`config.mk`:
```
export PLATFORM = sky130hd
export DESIGN_NAME = filter_ctrl
export DESIGN_NICKNAME = d
export VERILOG_FILES = /design/src/rtl/vp_pkg.sv /design/src/rtl/vp_geom_chk.sv /design/src/rtl/filter_ctrl.sv
export SDC_FILE = /design/constraint.sdc
export NUM_CORES = 1
export LEC_CHECK = 0
export ABC_AREA = 1
export BUFFER_PORTS_ARGS = -buffer_cell sky130_fd_sc_hd__buf_2
export CORE_ASPECT_RATIO = 0.9
export CORE_UTILIZATION = 45
export DETAILED_ROUTE_END_ITERATION = 10
export PLACE_DENSITY = 0.73
export SETUP_SLACK_MARGIN = 0.3
export SLEW_MARGIN = 25
export SYNTH_ARGS = -nofsm -noshare
export SYNTH_HDL_FRONTEND = slang
export SYNTH_SLANG_ARGS = --single-unit
```
`constraint.sdc`:
```
create_clock -name clk -period 4.33 [get_ports clk]
set_clock_uncertainty 0.05 [all_clocks]
set_input_delay 0 -clock clk [delete_from_list [all_inputs] [get_ports clk]]
set_output_delay 0 -clock clk [all_outputs]
set_load 0.02 [all_outputs]
```
`src/rtl/vp_pkg.sv`:
```
// vp_pkg: definitions shared by the video-pipeline filter stage and its
// mode controller. Holds the mode encodings (also decoded by the filter
// stage), the controller state enum and a small saturating-counter helper.
package vp_pkg;

    // Filter mode encodings driven on filter_ctrl.mode
    localparam logic [1:0] MODE_BYPASS = 2'b00;
    localparam logic [1:0] MODE_GAUSS  = 2'b01;
    localparam logic [1:0] MODE_MEAN   = 2'b10;
    localparam logic [1:0] MODE_MEDIAN = 2'b11;

    // Width of the geometry counters (pixels per line, lines per frame)
    localparam int GEOM_CNT_W = 12;

    // Mode controller states
    typedef enum logic [1:0] {
        IDLE   = 2'b00,
        PEND   = 2'b01,
        SETTLE = 2'b10
    } ctrl_state_t;

    // Increment that sticks at all-ones instead of wrapping, so an absurdly
    // long line or frame still compares unequal to the expected geometry.
    function automatic logic [GEOM_CNT_W-1:0] sat_inc12(input logic [GEOM_CNT_W-1:0] value);
        if (value == {GEOM_CNT_W{1'b1}}) begin
            return value;
        end
        return value + 1'b1;
    endfunction

endpackage

```
`src/rtl/vp_geom_chk.sv`:
```
// vp_geom_chk: frame-geometry checker for the filter stage input stream.
// Counts pre_de cycles per line and lines per frame, and raises sticky
// h_err / v_err when either differs from the expected active size.
// Only instantiated by filter_ctrl when FILTER_CTRL_GEOM_CHK_EN is defined.
module vp_geom_chk
    import vp_pkg::*;
#(
    parameter logic [11:0] IMG_HDISP = 12'd1280,
    parameter logic [11:0] IMG_VDISP = 12'd720
) (
    input  logic clk,
    input  logic rst_n,
    input  logic pre_de,
    input  logic vs_rise,
    input  logic err_clr,
    output logic h_err,
    output logic v_err
);

    logic                  de_d;
    logic                  de_fall;
    logic                  armed;
    logic [GEOM_CNT_W-1:0] pix_cnt;
    logic [GEOM_CNT_W-1:0] line_cnt;
    logic [GEOM_CNT_W-1:0] line_cnt_eff;

    // A line ends on the cycle pre_de drops; pix_cnt still holds its width then.
    assign de_fall = de_d & ~pre_de;

    // A line ending on the same cycle as the frame boundary still belongs to
    // the frame being closed.
    assign line_cnt_eff = de_fall ? sat_inc12(line_cnt) : line_cnt;

    // Edge history of pre_de
    always_ff @(posedge clk) begin
        if (!rst_n) begin
            de_d <= 1'b0;
        end else begin
            de_d <= pre_de;
        end
    end

    // Pixel counter: counts the active run, cleared whenever pre_de is low
    always_ff @(posedge clk) begin
        if (!rst_n) begin
            pix_cnt <= '0;
        end else if (pre_de) begin
            pix_cnt <= sat_inc12(pix_cnt);
        end else begin
            pix_cnt <= '0;
        end
    end

    // Line counter: counts completed lines, restarted at each frame boundary;
    // armed marks that a full frame has been observed since reset
    always_ff @(posedge clk) begin
        if (!rst_n) begin
            line_cnt <= '0;
            armed    <= 1'b0;
        end else if (vs_rise) begin
            line_cnt <= '0;
            armed    <= 1'b1;
        end else if (de_fall) begin
            line_cnt <= sat_inc12(line_cnt);
        end
    end

    // Sticky line-width error; a clear wins over a same-cycle detection
    always_ff @(posedge clk) begin
        if (!rst_n) begin
            h_err <= 1'b0;
        end else if (err_clr) begin
            h_err <= 1'b0;
        end else if (de_fall && (pix_cnt != IMG_HDISP)) begin
            h_err <= 1'b1;
        end
    end

    // Sticky line-count error; the partial frame before the first boundary
    // after reset is never judged
    always_ff @(posedge clk) begin
        if (!rst_n) begin
            v_err <= 1'b0;
        end else if (err_clr) begin
            v_err <= 1'b0;
        end else if (vs_rise && armed && (line_cnt_eff != IMG_VDISP)) begin
            v_err <= 1'b1;
        end
    end

endmodule

```
`src/rtl/filter_ctrl.sv`:
```
// filter_ctrl: frame-synchronous mode controller for the filter stage.
// Mode requests from the register side are held until the next rising edge
// of pre_vs, then applied; mute is held for SETTLE_FRAMES frames afterwards
// so downstream blanks while the new filter's line buffers refill.
// Build option: define FILTER_CTRL_GEOM_CHK_EN to include the frame-geometry
// checker (vp_geom_chk); without it h_err/v_err are constant 0.
module filter_ctrl
    import vp_pkg::*;
#(
    parameter logic [11:0] IMG_HDISP     = 12'd1280,
    parameter logic [11:0] IMG_VDISP     = 12'd720,
    parameter int          SETTLE_FRAMES = 2
) (
    input  logic        clk,
    input  logic        rst_n,
    input  logic        wr_en,
    input  logic [1:0]  wr_mode,
    input  logic        pre_vs,
    input  logic        pre_de,
    output logic [1:0]  mode,
    output logic        mute,
    output logic        busy,
    output logic [15:0] frame_cnt,
    input  logic        err_clr,
    output logic        h_err,
    output logic        v_err
);

    // Settling length in the 4-bit counter's width (legal range 0..15)
    localparam logic [3:0] SETTLE_INIT = 4'(SETTLE_FRAMES);

    ctrl_state_t state;
    logic        vs_d;
    logic        vs_rise;
    logic [1:0]  pend_mode;
    logic        pend_valid;
    logic [3:0]  settle_cnt;

    assign vs_rise = pre_vs & ~vs_d;

    // Delayed vsync for frame-boundary detection
    always_ff @(posedge clk) begin
        if (!rst_n) begin
            vs_d <= 1'b0;
        end else begin
            vs_d <= pre_vs;
        end
    end

    // Free-running frame counter, wraps naturally at 16 bits
    always_ff @(posedge clk) begin
        if (!rst_n) begin
            frame_cnt <= '0;
        end else if (vs_rise) begin
            frame_cnt <= frame_cnt + 16'd1;
        end
    end

    // Mode FSM: IDLE -> PEND (request held) -> SETTLE (muted) -> IDLE/PEND
    always_ff @(posedge clk) begin
        if (!rst_n) begin
            state      <= IDLE;
            mode       <= MODE_BYPASS;
            mute       <= 1'b0;
            busy       <= 1'b0;
            pend_mode  <= MODE_BYPASS;
            pend_valid <= 1'b0;
            settle_cnt <= '0;
        end else begin
            case (state)
                IDLE: begin
                    // A request for the mode already running is a no-op.
                    // A request coinciding with a boundary waits for the next one.
                    if (wr_en && (wr_mode != mode)) begin
                        pend_mode <= wr_mode;
                        busy      <= 1'b1;
                        state     <= PEND;
                    end
                end

                PEND: begin
                    if (vs_rise) begin
                        // A write landing on the boundary itself is the newest request.
                        mode       <= wr_en ? wr_mode : pend_mode;
                        pend_valid <= 1'b0;
                        if (SETTLE_INIT == 4'd0) begin
                            mute  <= 1'b0;
                            busy  <= 1'b0;
                            state <= IDLE;
                        end else begin
                            settle_cnt <= SETTLE_INIT;
                            mute       <= 1'b1;
                            state      <= SETTLE;
                        end
                    end else if (wr_en) begin
                        // Later requests replace earlier ones; there is no cancel.
                        pend_mode <= wr_mode;
                    end
                end

                SETTLE: begin
                    // Requests while settling are remembered but never extend the mute.
                    if (wr_en) begin
                        pend_mode  <= wr_mode;
                        pend_valid <= 1'b1;
                    end
                    if (vs_rise) begin
                        if (settle_cnt == 4'd1) begin
                            mute <= 1'b0;
                            // A remembered request switches one frame later, not now.
                            if (pend_valid || wr_en) begin
                                state <= PEND;
                            end else begin
                                busy  <= 1'b0;
                                state <= IDLE;
                            end
                        end else begin
                            settle_cnt <= settle_cnt - 4'd1;
                        end
                    end
                end

                default: begin
                    state <= IDLE;
                end
            endcase
        end
    end

`ifdef FILTER_CTRL_GEOM_CHK_EN
    vp_geom_chk #(
        .IMG_HDISP (IMG_HDISP),
        .IMG_VDISP (IMG_VDISP)
    ) u_geom_chk (
        .clk     (clk),
        .rst_n   (rst_n),
        .pre_de  (pre_de),
        .vs_rise (vs_rise),
        .err_clr (err_clr),
        .h_err   (h_err),
        .v_err   (v_err)
    );
`else
    // Checker not built: flags are constant and its inputs go nowhere.
    logic unused_geom;
    assign unused_geom = ^{err_clr, pre_de, IMG_HDISP, IMG_VDISP};
    assign h_err = 1'b0;
    assign v_err = 1'b0;
`endif

endmodule

```
* After elaboration in Yosys (flattened, before gate mapping)
Index checks and enable logic that the tools add are counted.
** Storage, ports and cells
- Memories kept :: 0
- Output and inout port bits :: 22
- Register bits :: 30
- Latch bits :: 0
- Memory bits (writable) :: 0
- ROM bits :: 0
** Cells by class
- Divide/modulo/power cells :: 0
- Equal/unequal tests :: 12
- Mux-type cells :: 26
- $add $sub $neg :: 2
- Bitwise gates (word level) :: 2
- $lt $le $gt $ge :: 0
- $mul :: 0
- Shifts and indexed selects :: 0
- Reductions and logical operators :: 13
** Operator list (number)
- $add A16 B1 Y16 const B :: 1
- $ne A2 B2 Y1 const B :: 8
- $mux W2 :: 7
- $mux W4 :: 3
- $pmux W2 S3 :: 2
- $reduce_and A4 Y1 :: 3
- $mux W1 :: 10
- $pmux W4 S2 :: 1
- $pmux W1 S2 :: 3
- $reduce_and A3 Y1 :: 2
- $reduce_and A5 Y1 :: 1
- $eq A4 B1 Y1 const B :: 1
- $reduce_bool A2 Y1 :: 2
- $sub A4 B1 Y4 const B :: 1
- $reduce_bool A3 Y1 :: 1
- $eq A2 B1 Y1 const B :: 1
- $eq A2 B2 Y1 const B :: 1
- $logic_not A2 Y1 :: 1
- $ne A2 B2 Y1 :: 1
- $reduce_and A2 Y1 :: 1
- $and A1 B1 Y1 :: 1
- $logic_and A1 B1 Y1 :: 1
- $logic_or A1 B1 Y1 :: 1
- $not A1 Y1 :: 1

* Longest topological paths before layout
Gate-level depths: netlist (run 1).
- Word-level depth :: 5
- Gate-level depth with buffers :: 10
- Mapped depth without buffers :: 10

* Least setup slack after synthesis (run 1)
OpenSTA, ideal clock, no wires.
- Path kind :: register -> register
- Start point :: reg frame_cnt[0]
- End point :: reg frame_cnt[14]
- Path buffers :: 0
- Stages on the path, launching flop included :: 9
- Arrival time :: 1.345 ns
- Setup time :: 0.115 ns
- Path slack :: 2.819 ns
- Path through :: dfxtp_1 -> ha_1 -> nand2_1 -> nor2_1 -> nand4_1 -> nor2_2 -> nand3_1 -> nand2_1 -> nor2_1
** On the way
- Word-level cells in the longest chain between the ends :: 1
** RTL lines
- start: declaration :: line filter_ctrl.sv:23 : output logic [15:0] frame_cnt,
- start signal: assignment :: line filter_ctrl.sv:55 : frame_cnt <= frame_cnt + 16'd1;
- $add A16 B1 Y16 :: line filter_ctrl.sv:55
Every way passes these cells.
A chain may end at the register's enable or synchronous reset.

* Worst setup path after layout (run 1)
- Start point :: reg state[0]
- End point :: reg settle_cnt[3]
** On the way
- Word-level cells in the longest chain between the ends :: 3
** RTL lines
- start: declaration :: line filter_ctrl.sv:32 : ctrl_state_t state;
- start signal: assignment :: line filter_ctrl.sv:62 : state <= IDLE;
- start signal: assignment :: line filter_ctrl.sv:77 : state <= PEND;
- start signal: assignment :: line filter_ctrl.sv:89 : state <= IDLE;
- $eq A2 B2 Y1 or $eq A2 B1 Y1 (tied branches) :: line filter_ctrl.sv:70 : case (state)
- $ne A2 B2 Y1 (no line) or $reduce_bool A2 Y1 (tied branches)
- $reduce_and A4 Y1 (no line)
- end signal: assignment :: line filter_ctrl.sv:118 : settle_cnt <= settle_cnt - 4'd1;
- end: declaration :: line filter_ctrl.sv:37 : logic [3:0] settle_cnt;
Several ways; a longest one is shown, not always the timed one.

==> results.sh, run 1 <==
export IMPL_status="complete, no violations"
export IMPL_num_vias=1440
export IMPL_yosys_register_bits=30
export IMPL_met2WireLength_mm=1.358
export IMPL_p_sw_frac=0.3278
export IMPL_switchingPower_w=0.0002449
export IMPL_synth_edf_count=0
export IMPL_htreeDepth=2
export IMPL_cts_sinks=30
export IMPL_via_per_inst=4.768
export IMPL_drc=0
export IMPL_hold_viol_final=0
export IMPL_root_buffer="clkbuf_8"
export IMPL_p_int_w=0.0005022
export IMPL_cts_path_max_buffers=2
export IMPL_final_util=0.5463
export IMPL_dr_wl_met3_um=150
export IMPL_drive_above_1_share=0.1899
export IMPL_criticalPathCategory="reg -> reg"
export IMPL_cts_buffers=5
export IMPL_grt_pass1_vias=1191
export IMPL_gr_usage_all_layers=0.1678
export IMPL_chipHeight_um=58.73
export IMPL_holdWs_ns=0.01549
export IMPL_rsz0062_at_grt="false"
export IMPL_diodes=0
export IMPL_finalSetupViolations=0
export IMPL_yosysUniqueCellTypes=30
export IMPL_fmax_mhz=606.0
export IMPL_p_leak_nw=0.9075
export IMPL_drt_wl_total_mm=2.959
export IMPL_grt_max_degree=24
export IMPL_worstPathRequired_ns=4.46
export IMPL_fin_crit_sh=0.3811
export IMPL_cp_arrival_ns=1.78
export IMPL_yosysSeqAreaShare=0.3733
export IMPL_syn_cell_area_mm2=0.001609
export IMPL_avgRoutedWirePerCell_um=9.798
export IMPL_cap_viol_max_count=0
export IMPL_startpoint_type="flip-flop"
export IMPL_drtIter0Drc=85
export IMPL_grt_ovfl_total=0
export IMPL_ir_worst_vdd_uv=241.1
export IMPL_clk_latency_ns=0.28
export IMPL_combPwrFrac=0.259
export IMPL_final_antenna_net_count=0
export IMPL_worstPathMaxFanout=8
export IMPL_yosysTopAreaCell="dfxtp_1"
export IMPL_period_minus_slack_ns=1.650
export IMPL_port_buffers=25
export IMPL_synth_top_area_frac=0.3733
export IMPL_setup_tns_ns=0
export IMPL_wl_met1_mm=1.412
export IMPL_dr_max_layer_used="met4"
export IMPL_die_area_mm2=0.003819
export IMPL_postSynthCellCount=228
export IMPL_nNetsFinal=272
export IMPL_syn_to_final_growth_pct=15.55
export IMPL_seqPwrFrac=0.431
export IMPL_synthArstFlopShare=0
export IMPL_clockPowerShare=0.310
export IMPL_cp_end_kind="flip-flop"
export IMPL_hold_class="in -> reg"
export IMPL_hpwl_mm=2.178
export IMPL_ios=30
export IMPL_ys_flop_type="dfxtp_1"
export IMPL_ctsResizeCount=0
export IMPL_cts_tree="built"
export IMPL_die_w_um=65.03
export IMPL_core_mm2=0.003403
export IMPL_clk_pin_slew_worst_paths_ns=0.07
export IMPL_p_per_area_mw_per_mm2=401.8
export IMPL_synthTopCellsByArea="dfxtp_1, nand2_1, nor2_1"
export IMPL_rows=20
export IMPL_drv_slew=0
export IMPL_avgSynthCellArea_um2=7.057
export IMPL_routabilityCongestion=0.8194
export IMPL_first_pass_iters=4
export IMPL_initial_core_util=0.4728
export IMPL_grt_pass1_wl_mm=4.795
export IMPL_yosys_warnings=0
export IMPL_antenna_found_initial=0
[logic make-up (layout without fill, tap and decap cells)]
kind of cell	Yosys count	after routing	synth area share
AO/OA/AOI/OAI	36	36	0.1213
XOR/XNOR	2	2	0.01089
adder cells (fa/ha/maj)	7	7	0.05443
buffers and inverters	36	65	0.09408
flip-flops	30	30	0.3733
other	1	2	0.002331
AND/OR/NAND/NOR	116	116	0.3437
[state kept, by name, summed over array words and instances, names as in the netlist]
name        cells
frame_cnt      16
settle_cnt      4
mode            2
pend_mode       2
state           2
busy            1
mute            1
pend_valid      1
vs_d            1
[cell usage after synthesis, types with 2 or more instances]
cell type and number:
ha_1 7, nor2_2 3, o21ai_0 13, dfxtp_1 30
nand3_1 10, nor3_1 5, inv_1 28, buf_4 2
nand2_1 50, nand2_4 4, inv_2 3, xor2_1 2
nand4_1 2, a21oi_1 18, nor2_4 3, nor2_1 34
[routing by layer]
layer,global-route usage,up-vias
met3,0.06395,5
met4,0.07453,0
li1,-,773
met1,0.1993,627
met5,0,-
met2,0.2708,35
[worst max-delay path, stage by stage (launching register included)]
cell     delay [ns]
dfxtp_1        0.33
inv_1          0.11
ha_1           0.34
inv_2          0.11
a21oi_2        0.15
nand2_1        0.12
inv_2          0.09
nand2_1        0.07
nor2_1         0.11
nor3b_2        0.05
[final cells by class]
class / instances / area (um^2)
clock buffer: 7 / 86.33
clock inverter: 1 / 5.005
fill: 351 / 1544
inverter: 31 / 116.4
multi-input combinational: 163 / 860.8
sequential: 30 / 600.6
tap: 44 / 55.05
timing repair buffer: 26 / 135.1
[repair_timing]
| item | CTS | global route |
|---|---|---|
| setup buffers | 0 | 0 |
| setup endpoints to repair | 0 | 0 |
| hold buffers | 1 | 0 |
| endpoints found under the hold margin | 1 | 0 |
[power by group through the flow]
stage	clock (W)	sequential (W)	combinational, W
final	0.000231	0.000322	0.000193
after global placement	0	0.000328	0.000187
after CTS	0.000239	0.000323	0.000194
after global routing	0.000248	0.000326	0.000220
after detailed placement	0	0.000329	0.000192
after floorplan	0	0.000337	0.000142
[path summary, 6_finish.rpt]
check	from	to	slack, ns	cells after the start
worst min-delay path	wr_en	pend_valid$_SDFFE_PN0P_	0.02	3
worst min register to register	frame_cnt[9]$_SDFFE_PN0P_	frame_cnt[9]$_SDFFE_PN0P_	0.41	2
worst max register to register	state[0]$_SDFFE_PN0P_	settle_cnt[3]$_SDFFE_PN0P_	2.68	9
worst max-delay path	state[0]$_SDFFE_PN0P_	settle_cnt[3]$_SDFFE_PN0P_	2.68	9
[stage by stage]
step	total power [W]	area, um^2	setup slack, ns	std cells
after floorplan	0.0004794	1613	2.819	229
after global placement	0.0005150	1758	2.707	293
after detailed placement	0.0005211	1758	2.684	293
after CTS	0.0007557	1859	2.668	302
after global routing	0.0007946	1859	2.547	302
final	0.0007470	1859	2.680	302
[layout by cell type, fill, tap and decap left out]
| cell type | count |
|---|---|
| dlygate4sd3_1 | 1 |
| o21ai_0 | 13 |
| xor2_1 | 2 |
| clkbuf_8 | 6 |
| o31ai_1 | 1 |
| nand4_1 | 2 |
| buf_2 | 25 |
| clkbuf_1 | 1 |
| conb_1 | 2 |
| nor3b_2 | 1 |
| nor2_4 | 3 |
| and3_1 | 1 |
| nand3_1 | 10 |
| nor4_1 | 1 |
| inv_1 | 28 |
| nor2_2 | 3 |
| nor3_1 | 5 |
| dfxtp_1 | 30 |
| o21ba_2 | 1 |
| clkinv_2 | 1 |
| a21oi_1 | 18 |
| nand2_1 | 50 |
| o21bai_1 | 1 |
| nand2_4 | 4 |
| inv_2 | 3 |
| nor2_8 | 1 |
| ha_1 | 7 |
| nor2_1 | 34 |
| a21oi_2 | 1 |
| nor3b_1 | 1 |
| a31oi_1 | 1 |
No activity file was read; power rests on OpenSTA's default activity.
==> inputs of run 2 (changes only) <==
- PLACE_DENSITY: 0.73 -> 0.75
- clock period: 4.33 -> 1.4 ns (I/O delays scaled with it)
==> results.sh, run 2 (synthesis results as in run 1) <==
export IMPL_setup_tns_ns=0
export IMPL_grt_pass1_vias=1424
export IMPL_largest_register_ffs=16
export IMPL_drive_above_1_share=0.4270
export IMPL_layout_common_cells="nand2_1, nor2_1, buf_2, dfxtp_1, inv_1"
export IMPL_gr_usage_all_layers=0.2114
export IMPL_critPathMaxStageDelay_ns=0.38
export IMPL_root_buffer="clkbuf_8"
export IMPL_startpoint_type="flip-flop"
export IMPL_critPathSlowestCell="dfxtp_4"
export IMPL_chipHeight_um=58.73
export IMPL_ios=30
export IMPL_hold_viol_final=0
export IMPL_port_buffers=25
export IMPL_cp_end_kind="flip-flop"
export IMPL_avgRoutedWirePerCell_um=11.88
export IMPL_drt_wl_total_mm=3.862
export IMPL_cts_path_max_buffers=2
export IMPL_fin_ws_ns=0.006497
export IMPL_hold_class="in -> reg"
export IMPL_worstPathRequired_ns=1.53
export IMPL_clk_pin_slew_worst_paths_ns=0.06
export IMPL_fill_cells=277
export IMPL_die_area_mm2=0.003819
export IMPL_cap_viol_max_count=0
export IMPL_hpwl_mm=2.291
export IMPL_first_pass_iters=4
export IMPL_ir_worst_vdd_uv=1052
export IMPL_grt_ovfl_total=0
export IMPL_drc=0
export IMPL_cts_buffers=5
export IMPL_num_vias=1587
export IMPL_die_w_um=65.03
export IMPL_syn_to_final_growth_pct=42.38
export IMPL_largest_registers="frame_cnt (16), settle_cnt (4)"
export IMPL_finalSetupViolations=0
export IMPL_grt_max_degree=14
export IMPL_cp_arrival_ns=1.53
export IMPL_cts_tree="built"
export IMPL_dp_slack_ns=-0.009665
export IMPL_fmax_mhz=717.6
export IMPL_nNetsFinal=295
export IMPL_clk_latency_ns=0.29
export IMPL_p_per_area_mw_per_mm2=1172
export IMPL_htreeDepth=2
export IMPL_core_mm2=0.003403
export IMPL_fin_crit_sh=0.9954
export IMPL_drv_slew=0
export IMPL_diodes=0
export IMPL_top_register="frame_cnt"
export IMPL_final_antenna_net_count=0
export IMPL_layout_commonest_cell="nand2_1"
export IMPL_drtIter0Drc=77
export IMPL_p_leak_nw=1.070
export IMPL_final_util=0.6732
export IMPL_initial_core_util=0.4728
export IMPL_grt_pass1_wl_mm=6.085
export IMPL_rsz0062_at_grt="true"
export IMPL_rows=20
export IMPL_placed_area_mm2=0.001861
export IMPL_criticalPathCategory="reg -> reg"
export IMPL_status="complete, no violations"
export IMPL_cts_sinks=30
export IMPL_via_per_inst=4.883
export IMPL_finalPower_w=0.002685
export IMPL_cp_cell_sequence="ha_4 -> nand2_2 -> nor2_2 -> nand4_1 -> buf_4 -> o21ai_2 -> a21oi_1"
export IMPL_antenna_found_initial=0
export IMPL_design_area_mm2=0.002291
export IMPL_worstPathMaxFanout=4
export IMPL_routabilityCongestion=0.8358
export IMPL_period_minus_slack_ns=1.394
run 2: timing repair:
item                                   in CTS  in global routing
buffers inserted                            9                  8
resized for setup                          39                 21
pin swaps                                  18                 18
setup endpoints to repair                  24                 28
hold buffers                                2                  0
gates cloned                                0                  0
endpoints found under the hold margin       1                  0
run 2: cell type report:
cell class,instances,area [um^2],share of cell area
Inverter,31,132.6,0.05789
Timing Repair Buffer,49,331.6,0.1447
Tap cell,44,55.05,0.02403
Sequential cell,30,623.1,0.2720
Multi-Input combinational cell,163,1057,0.4615
Clock buffer,7,86.33,0.03768
Clock inverter,1,5.005,0.002185
run 2: report_power, final:
part           switching [W]  internal (W)  total, W  leakage (nW)
clock network       0.000330      0.000396  0.000726        0.0482
logic               0.000533      0.000412  0.000946         0.773
registers          0.0000669      0.000946   0.00101         0.249
run 2: critical path: cells and delay by family (launching register included):
kind            cells  cell delay [ns]
buf+inv             1             0.21
compound gates      2             0.14
flops               1             0.38
fa+ha+maj           1             0.14
simple gates        3             0.36
run 2: through the flow:
step	hold slack [ns]	cells
2_1_floorplan	0.04345	229
3_3_place_gp	0.1944	298
3_5_place_dp	0.2064	298
4_1_cts	0.006996	317
5_1_grt	0.02631	325
6_report	0.01501	325
run 2: worst paths after layout:
| kind | from | endpoint | slack [ns] | depth (start not counted) |
|---|---|---|---|---|
| worst max-delay path | frame_cnt[0]$_SDFFE_PN0P_ | frame_cnt[10]$_SDFFE_PN0P_ | 0.006 | 7 |
| worst min-delay path | wr_en | pend_valid$_SDFFE_PN0P_ | 0.02 | 3 |
| worst max register to register | frame_cnt[0]$_SDFFE_PN0P_ | frame_cnt[10]$_SDFFE_PN0P_ | 0.006 | 7 |
| worst min register to register | frame_cnt[9]$_SDFFE_PN0P_ | frame_cnt[9]$_SDFFE_PN0P_ | 0.42 | 2 |
run 2: per-layer routing:
metal | global-route usage | part of all wire
met1 | 0.2580 | 0.45
met2 | 0.3408 | 0.48
met4 | 0.1149 | 0.018
met3 | 0.05620 | 0.044
met5 | 0 | 0
==> inputs of run 3 (changes only) <==
- CORE_UTILIZATION: 45 -> 49
- PLACE_DENSITY: 0.75 -> 0.81
- SYNTH_HIERARCHICAL: not set -> 1
==> results.sh, run 3 <==
export IMPL_synthTopCellsByCount="nand2_1, nor2_1, dfxtp_1, inv_1, a21oi_1"
export IMPL_clk_latency_ns=0.33
export IMPL_seqCellArea_um2=628.1
export IMPL_status="finished, violations left"
export IMPL_grt_pass1_wl_mm=5.761
export IMPL_first_pass_iters=4
export IMPL_fin_ws_ns=-0.05892
export IMPL_drc=0
export IMPL_hold_viol_final=0
export IMPL_hpwl_mm=2.377
export IMPL_synth_top_area_frac=0.3733
export IMPL_cap_viol_max_count=0
export IMPL_yosys_warnings=6
export IMPL_final_cells=322
export IMPL_syn_cell_area_mm2=0.001609
export IMPL_finalSetupViolations=5
export IMPL_p_per_area_mw_per_mm2=1147
export IMPL_cp_end_kind="flip-flop"
export IMPL_diodes=0
export IMPL_yosys_register_bits=30
export IMPL_grt_max_degree=17
export IMPL_fmax_mhz=685.4
export IMPL_largest_registers="frame_cnt (16), settle_cnt (4)"
export IMPL_die_area_mm2=0.003517
export IMPL_cts_path_max_buffers=2
export IMPL_fill_cells=213
export IMPL_violations="setup timing"
export IMPL_cts_sinks=30
export IMPL_drive_above_1_share=0.4357
export IMPL_synthTopCellsByArea="dfxtp_1, nand2_1, nor2_1"
export IMPL_synth_compound_area_frac=0.1213
export IMPL_p_leak_nw=1.104
export IMPL_ios=30
export IMPL_synth_xor_area_frac=0.01089
export IMPL_synth_simple_gate_area_frac=0.3437
export IMPL_dp_slack_ns=0.004598
export IMPL_yosysUniqueCellTypes=30
export IMPL_multiInputGateArea_mm2=0.001127
export IMPL_die_w_um=62.41
export IMPL_synth_mux_area_frac=0
export IMPL_fin_crit_sh=1.042
export IMPL_avgSynthCellArea_um2=7.057
export IMPL_num_vias=1620
export IMPL_chipHeight_um=56.37
export IMPL_drtIter0Drc=40
export IMPL_avgRoutedWirePerCell_um=11.93
export IMPL_layout_commonest_cell="nand2_1"
export IMPL_hold_class="in -> reg"
export IMPL_worstPathRequired_ns=1.62
export IMPL_placed_cells=296
export IMPL_cp_arrival_ns=1.68
export IMPL_via_per_inst=5.031
export IMPL_final_antenna_net_count=0
export IMPL_drt_wl_total_mm=3.843
export IMPL_antenna_found_initial=0
export IMPL_htreeDepth=2
export IMPL_clk_pin_slew_worst_paths_ns=0.10
export IMPL_cts_buffers=5
export IMPL_ir_worst_vdd_uv=1121
export IMPL_synth_top_family_by_area="simple AND/OR/NAND/NOR gates"
export IMPL_postSynthCellCount=228
export IMPL_root_buffer="clkbuf_4"
export IMPL_syn_to_final_growth_pct=45.96
export IMPL_grt_ovfl_total=0
export IMPL_yosysTopAreaCell="dfxtp_1"
export IMPL_rows=19
export IMPL_startpoint_type="flip-flop"
export IMPL_crit_start="state[0]$_SDFFE_PN0P_"
export IMPL_min_from="pre_vs"
export IMPL_ys_flop_type="dfxtp_1"
export IMPL_period_minus_slack_ns=1.459
export IMPL_routabilityCongestion=0.8044
export IMPL_synthArstFlopShare=0
export IMPL_cts_tree="built"
export IMPL_setup_tns_ns=-0.1777
export IMPL_synthAdderAreaFrac=0.05443
export IMPL_gr_usage_all_layers=0.2122
export IMPL_layout_common_cells="nand2_1, nor2_1, buf_2, inv_1, dfxtp_1"
export IMPL_synth_edf_count=0
export IMPL_final_util=0.7599
export IMPL_yosysMostFrequentCell="nand2_1"
export IMPL_yosysSeqAreaShare=0.3733
export IMPL_nNetsFinal=294
export IMPL_worstPathMaxFanout=7
export IMPL_criticalPathCategory="reg -> reg"
export IMPL_initial_core_util=0.5206
export IMPL_port_buffers=25
export IMPL_core_mm2=0.003090
export IMPL_largest_register_ffs=16
export IMPL_r2r_start="state[0]$_SDFFE_PN0P_"
export IMPL_grt_pass1_vias=1365
export IMPL_holdWs_ns=0.06212
export IMPL_rsz0062_at_grt="true"
export IMPL_top_register="frame_cnt"
export IMPL_drv_slew=0
## run 3: cell counts after synthesis
No cell type changed its count.
## run 3: worst max-delay path: stages, from the launching register on
cell and delay (ns):
dfxtp_4 0.38, clkinv_4 0.06, ha_4 0.22, inv_4 0.07, a21oi_4 0.14, nand2_2 0.11, inv_2 0.10, nand2_2 0.06
nand2_1 0.05, nor3b_2 0.14
## run 3: final timing paths
| path | cells past startpoint | slack, ns | endpoint |
|---|---|---|---|
| setup / recovery | 9 | -0.06 | settle_cnt[3]$_SDFFE_PN0P_ |
| hold / removal | 5 | 0.06 | frame_cnt[1]$_SDFFE_PN0P_ |
| setup reg to reg | 9 | -0.06 | settle_cnt[3]$_SDFFE_PN0P_ |
| hold reg to reg | 2 | 0.42 | frame_cnt[9]$_SDFFE_PN0P_ |
## run 3: per-layer routing
layer | vias to the layer above | part of all wire | GRT usage
met3 | 9 | 0.033 | 0.08740
li1 | 823 | - | -
met5 | - | 0 | 0
met2 | 30 | 0.49 | 0.3416
met1 | 758 | 0.46 | 0.2557
met4 | 0 | 0.016 | 0.06977
## run 3: cells by family after synthesis
logic type | after synthesis
XOR/XNOR | 2
adder cells (fa/ha/maj) | 7
AND/OR/NAND/NOR | 116
buffers and inverters | 36
AO/OA/AOI/OAI | 36
flip-flops | 30
other | 1
## run 3: layout make-up
| class | instances | share of cell area |
|---|---|---|
| clock buffers | 8 | 0.03356 |
| flip-flops and latches | 30 | 0.2674 |
| repair buffers | 48 | 0.1428 |
| inverters | 31 | 0.05381 |
| well taps | 42 | 0.02238 |
| multi-input cells | 163 | 0.4800 |
## run 3: per-stage QoR
stage               power [W]  area, um^2
finish               0.002695        2349
global route         0.002859        2349
CTS                  0.002358        2051
detailed placement   0.001664        1858
global placement     0.001652        1858
floorplan            0.001517        1684
## run 3: power breakdown
part	total [W]	leakage, nW	switching (W)	internal [W]
combinational	0.00102	0.809	0.000575	0.000443
sequential	0.00103	0.250	0.0000800	0.000947
clock	0.000649	0.0446	0.000306	0.000343
## run 3: repair_timing
item | 4_1_cts | 5_1_grt
hold buffers | 3 | 0
setup endpoints to repair | 24 | 27
buffers inserted | 6 | 9
pin swaps | 9 | 26
cloned | 0 | 0
resized for setup | 14 | 63
hold endpoints to repair | 8 | 0
